## src/rtl/dec_inst_queue.sv

```systemverilog
// Decoded-instruction FIFO between the decoder and microcode stages.
// Optional zero-latency empty path enabled by defining DEC_QUEUE_BYPASS_EN.
module dec_inst_queue #(
    parameter int unsigned DEPTH     = 4,
    parameter int unsigned PAYLOAD_W = 157
) (
    input  logic                       clk,
    input  logic                       rst_n,
    input  logic                       flush,
    input  logic                       in_valid,
    input  logic [PAYLOAD_W-1:0]       in_data,
    output logic                       in_ready,
    output logic                       out_valid,
    output logic [PAYLOAD_W-1:0]       out_data,
    input  logic                       micro_busy,
    output logic [$clog2(DEPTH):0]     level
);

    localparam int unsigned AW = $clog2(DEPTH);
    localparam int unsigned LW = AW + 1;
    localparam logic [LW-1:0] FULL_LVL = LW'(DEPTH);

    logic [PAYLOAD_W-1:0] r_mem [DEPTH];
    logic [AW-1:0]        r_wr_ptr;
    logic [AW-1:0]        r_rd_ptr;
    logic [LW-1:0]        r_level;

    logic                 w_empty;
    logic                 w_full;
    logic                 w_push;
    logic                 w_pop;
    logic                 w_wr_en;
    logic                 w_rd_adv;
    logic [PAYLOAD_W-1:0] w_head;

    assign w_empty  = (r_level == '0);
    assign w_full   = (r_level == FULL_LVL);
    assign w_head   = r_mem[r_rd_ptr];

    // Ready depends only on registered occupancy, never on micro_busy.
    assign in_ready = ~w_full;
    assign level    = r_level;

`ifdef DEC_QUEUE_BYPASS_EN
    logic w_bypass;

    assign w_bypass = w_empty & in_valid;

    always_comb begin
        out_valid = 1'b0;
        out_data  = '0;
        if (!w_empty) begin
            out_valid = 1'b1;
            out_data  = w_head;
        end else if (in_valid) begin
            out_valid = 1'b1;
            out_data  = in_data;
        end
    end

    assign w_push   = in_valid & in_ready;
    assign w_pop    = out_valid & ~micro_busy;
    // A bypassed word consumed in the same cycle never touches storage.
    assign w_wr_en  = w_push & ~(w_bypass & w_pop);
    assign w_rd_adv = w_pop & ~w_bypass;
`else
    always_comb begin
        out_valid = ~w_empty;
        out_data  = '0;
        if (!w_empty) begin
            out_data = w_head;
        end
    end

    assign w_push   = in_valid & in_ready;
    assign w_pop    = out_valid & ~micro_busy;
    assign w_wr_en  = w_push;
    assign w_rd_adv = w_pop;
`endif

    always_ff @(posedge clk) begin
        if (w_wr_en && !flush) begin
            r_mem[r_wr_ptr] <= in_data;
        end
    end

    always_ff @(posedge clk) begin
        if (!rst_n || flush) begin
            r_wr_ptr <= '0;
            r_rd_ptr <= '0;
            r_level  <= '0;
        end else begin
            if (w_wr_en) begin
                r_wr_ptr <= r_wr_ptr + AW'(1);
            end
            if (w_rd_adv) begin
                r_rd_ptr <= r_rd_ptr + AW'(1);
            end
            if (w_wr_en && !w_rd_adv) begin
                r_level <= r_level + LW'(1);
            end else if (!w_wr_en && w_rd_adv) begin
                r_level <= r_level - LW'(1);
            end
        end
    end

endmodule

```

## config.mk

```make
export PLATFORM = sky130hd
export DESIGN_NAME = dec_inst_queue
export DESIGN_NICKNAME = d
export VERILOG_FILES = /design/src/rtl/dec_inst_queue.sv
export SDC_FILE = /design/constraint.sdc
export NUM_CORES = 1
export LEC_CHECK = 0
export BUFFER_PORTS_ARGS = -buffer_cell sky130_fd_sc_hd__buf_2
export CAP_MARGIN = 0
export CORE_MARGIN = 1
export CORE_UTILIZATION = 52
export DETAILED_ROUTE_END_ITERATION = 12
export PLACE_DENSITY = 0.85
export SKIP_CTS_REPAIR_TIMING = 1
export SKIP_LAST_GASP = 1
export SYNTH_ARGS = -nofsm -noshare
export SYNTH_HDL_FRONTEND = slang
export SYNTH_SLANG_ARGS = --single-unit
```

## constraint.sdc

```tcl
create_clock -name clk -period 13.65 [get_ports clk]
set_input_delay 2.0475 -clock clk [delete_from_list [all_inputs] [get_ports clk]]
set_output_delay 2.0475 -clock clk [all_outputs]
set_load 0.02 [all_outputs]
```

==> results_tabular.tex <==
\begin{tabular}{lr}
\hline
Metric & Value \\
\hline
\multicolumn{2}{l}{\textbf{Die}} \\
Die X & 218 µm \\
Cell row count & 78 \\
Chip Height & 218 µm \\
I/O pin count & 324 \\
Full die area & 47400 µm² \\
Effective utilization at floorplan & 0.530 \\
Area of the placeable core & 45700 µm² \\
\multicolumn{2}{l}{\textbf{Clocking}} \\
TritonCTS clock tree & built \\
Clock network latency to the later pin of the worst-skew pair & 0.62 ns \\
Number of CTS-inserted buffers & 60 \\
Cell at the root of the clock tree & sky130\_fd\_sc\_hd\_\_clkbuf\_16 \\
Post-CTS clock slew at the launch and capture registers of the worst setup and hold paths & 0.06 ns \\
H-tree levels & 2 \\
Largest buffer count on any clock path & 3 \\
Clock sinks & 637 \\
\multicolumn{2}{l}{\textbf{Yosys}} \\
Distinct cells, synth & 22 \\
Post-Synth Adder-Cell Area & 0.00341 \\
Compound-cell area share of the yosys netlist & 0.00228 \\
Most instantiated library cell after synthesis & sky130\_fd\_sc\_hd\_\_edfxtp\_1 \\
Main combinational cell family by area after synthesis & multiplexers \\
Primary FF master, synth & sky130\_fd\_sc\_hd\_\_edfxtp\_1 \\
Synthesized-area fraction occupied by and/or/nand/nor cells & 0.0448 \\
Warning count from the yosys run & 0 \\
Number of nets produced by synthesis & 1216 \\
Instance count of the mapped netlist & 1048 \\
Leading post-synthesis cells by instance count & 628 x sky130\_fd\_sc\_hd\_\_edfxtp\_1, 157 x sky130\_fd\_sc\_hd\_\_and2\_1, 157 x sky130\_fd\_sc\_hd\_\_mux4\_2 \\
Proportion of register bits with asynchronous set or reset after synthesis & 0 \\
Area share of the largest cell type after synthesis & 0.780 \\
Post-synthesis sequential area ratio & 0.787 \\
Combined area of all synthesized cells & 24200 µm² \\
Number of storage elements in the synthesis netlist & 637 \\
Mux contribution to synthesized area & 0.147 \\
Post-synth top area cell & sky130\_fd\_sc\_hd\_\_edfxtp\_1 \\
Xor and xnor fraction of the mapped netlist area & 0.000724 \\
Synth area leaders & sky130\_fd\_sc\_hd\_\_edfxtp\_1 78\%, sky130\_fd\_sc\_hd\_\_mux4\_2 15\%, sky130\_fd\_sc\_hd\_\_and2\_1 4.1\%, sky130\_fd\_sc\_hd\_\_dfxtp\_1 0.74\%, sky130\_fd\_sc\_hd\_\_buf\_6 0.74\% \\
Per-instance average area after synthesis & 23.1 µm² \\
Number of enable flip-flop cells after synthesis & 628 \\
\multicolumn{2}{l}{\textbf{Finish}} \\
Area of the multi-input gates & 4800 µm² \\
Finished layout cell area & 28300 µm² \\
Utilization of the core after routing & 0.619 \\
Register cell area after layout & 19000 µm² \\
Area grow syn2layout & 16.8\% \\
Share of post-route cells with drive strength above 1 & 0.402 \\
Filler Cell Count & 3068 \\
Number of nets in the layout & 1558 \\
Final cell count without fillers & 2046 \\
\multicolumn{2}{l}{\textbf{Status}} \\
Run status & finished clean \\
\multicolumn{2}{l}{\textbf{Power}} \\
Power per Cell Area & 149 nW/µm² \\
Lkg Pwr & 9.58 nW \\
IR Drop Worst-Case VDD & 0.000118 V \\
\multicolumn{2}{l}{\textbf{Global routing}} \\
Initial antenna violation count & 21 \\
Gr ovfl total & 0 \\
Via count of the first global-routing pass & 12549 \\
Maximum number of pins on one net before global-route repair & 158 \\
Total global-route track usage & 0.204 \\
Wire length of the first global-routing pass & 71.6 mm \\
\multicolumn{2}{l}{\textbf{Route}} \\
Detailed-route via count & 11598 \\
Number of DRC violations after detailed routing & 0 \\
Detailed-route wire length & 47.3 mm \\
Avg WL per Cell & 23.1 µm \\
TritonRoute pass-1 iters & 7 \\
Violation count after the first detailed-routing iteration & 848 \\
Drt via density & 5.67 \\
Post-route ant nets & 0 \\
\multicolumn{2}{l}{\textbf{STA}} \\
Minimum period implied by the final worst setup slack & 5.26 ns \\
Count of final hold-check violations & 0 \\
\# setup viols final & 0 \\
Worst setup skew after layout & 0.0243 ns \\
Tightest Pin Transition & 1.32 ns \\
Count of final max-slew check failures & 0 \\
RSZ-0062 raised after global routing & no \\
Headroom to the max-slew limit & 0.122 \\
Final-layout worst hold slack & 0.498 ns \\
Max Freq & 0.190 GHz \\
Final worst path period share & 0.385 \\
\multicolumn{2}{l}{\textbf{Hold path}} \\
Worst Hold Class & flop to flop \\
Min-Delay Startpoint & r\_rd\_ptr[1]\$\_SDFFE\_PP0P\_ \\
Cells on Worst Hold Path & 2 \\
\multicolumn{2}{l}{\textbf{Worst setup path}} \\
Reg2reg start & level[0]\$\_SDFFE\_PP0P\_ \\
Required time at the endpoint of the critical path & 11.60 ns \\
Critical path launch point type & flop \\
Arrival time worst endpoint & 3.21 ns \\
Category of the worst setup path capture point & primary output \\
Critical path class & flop to primary output \\
Largest fanout on the critical path & 49 \\
Length in cells of the worst reg-to-reg path & 9 \\
R2R Path End & level[2]\$\_SDFFE\_PP0P\_ \\
Reg-to-reg setup timing slack & 10.84 ns \\
\multicolumn{2}{l}{\textbf{Place}} \\
Final RePlAce weighted congestion & 0.754 \\
Count of input and output buffers & 323 \\
\# placed instances & 1928 \\
Area post-placement & 26400 µm² \\
Hpwl dp & 26.3 mm \\
\multicolumn{2}{l}{\textbf{Run}} \\
Maximum Capacitance Violations & 0 \\
\hline
\end{tabular}
## kinds of logic after synthesis
kind of cell             count (synthesis)
multiplexers                           158
flip-flops                             637
AND/OR/NAND/NOR                        174
AO/OA/AOI/OAI                           11
adder cells (fa/ha/maj)                  6
buffers and inverters                   60
XOR/XNOR                                 2
## cell usage in the layout (no fill, tap or decap), types with 6 or more instances in the layout
cell	instances
sky130_fd_sc_hd__inv_1	6
sky130_fd_sc_hd__edfxtp_1	628
sky130_fd_sc_hd__and2_1	157
sky130_fd_sc_hd__dfxtp_1	7
sky130_fd_sc_hd__buf_2	323
sky130_fd_sc_hd__clkbuf_1	12
sky130_fd_sc_hd__clkbuf_16	61
sky130_fd_sc_hd__clkinv_2	9
sky130_fd_sc_hd__clkinv_1	15
sky130_fd_sc_hd__a21oi_1	6
sky130_fd_sc_hd__diode_2	11
sky130_fd_sc_hd__mux4_2	157
sky130_fd_sc_hd__buf_4	6
## sequential cells by signal, summed over array words and instances, names as in the netlist, named ones only
register / cells
level: 3
r_wr_ptr: 2
r_mem: 628
r_rd_ptr: 2
## power by group
part | switching (W) | leakage, nW | internal (W)
logic | 0.000262 | 2.90 | 0.000154
clock network | 0.000672 | 0.909 | 0.000907
registers | 0.0000127 | 5.78 | 0.00219
total | 0.000947 | 9.58 | 0.00325
## layer usage
metal  global-route usage  wire length (µm)  share of wire  up-vias
li1                     -                 -              -     4995
met1                0.248             17900           0.38     6060
met2                0.341             23800           0.50      420
met3               0.0752              4350          0.092       97
met4               0.0617              1060          0.022       26
met5                    0               176         0.0037        -
## per-stage QoR
step / setup WS [ns] / power [W] / setup TNS [ns]
after floorplan: -0.809 / 0.00251 / -504.94
after global placement: 8.95 / 0.00266 / 0
after detailed placement: 8.95 / 0.00267 / 0
after CTS: 8.26 / 0.00424 / 0
after global routing: 8.09 / 0.00434 / 0
final: 8.39 / 0.00420 / 0
## critical path, stage by stage, from the launching register on
cell and delay (ns):
sky130_fd_sc_hd__dfxtp_4 0.69, sky130_fd_sc_hd__buf_4 0.84, sky130_fd_sc_hd__mux4_2 0.63, sky130_fd_sc_hd__and2_1 0.21, sky130_fd_sc_hd__buf_2 0.17
## area by class of cell
class	count	share of cell area
Tap cell	600	0.0266
Antenna cell	11	0.000974
Timing Repair Buffer	333	0.0616
Sequential cell	637	0.674
Multi-Input combinational cell	351	0.170
Inverter	7	0.00102
Clock inverter	34	0.0104
Clock buffer	73	0.0556
## worst max-delay path by stage
stage	from	endpoint	slack, ns	cells past startpoint
after detailed placement	flop	out_data[32]	8.95	4
after floorplan	in_valid	r_mem[1][0]$_DFFE_PP_	-0.81	2
after global routing	flop	out_data[137]	8.09	4
after global placement	flop	out_data[32]	8.95	4
after CTS	flop	out_data[137]	8.26	4
final	flop	out_data[137]	8.39	4
Note: power is estimated with default switching activity, not from simulation.
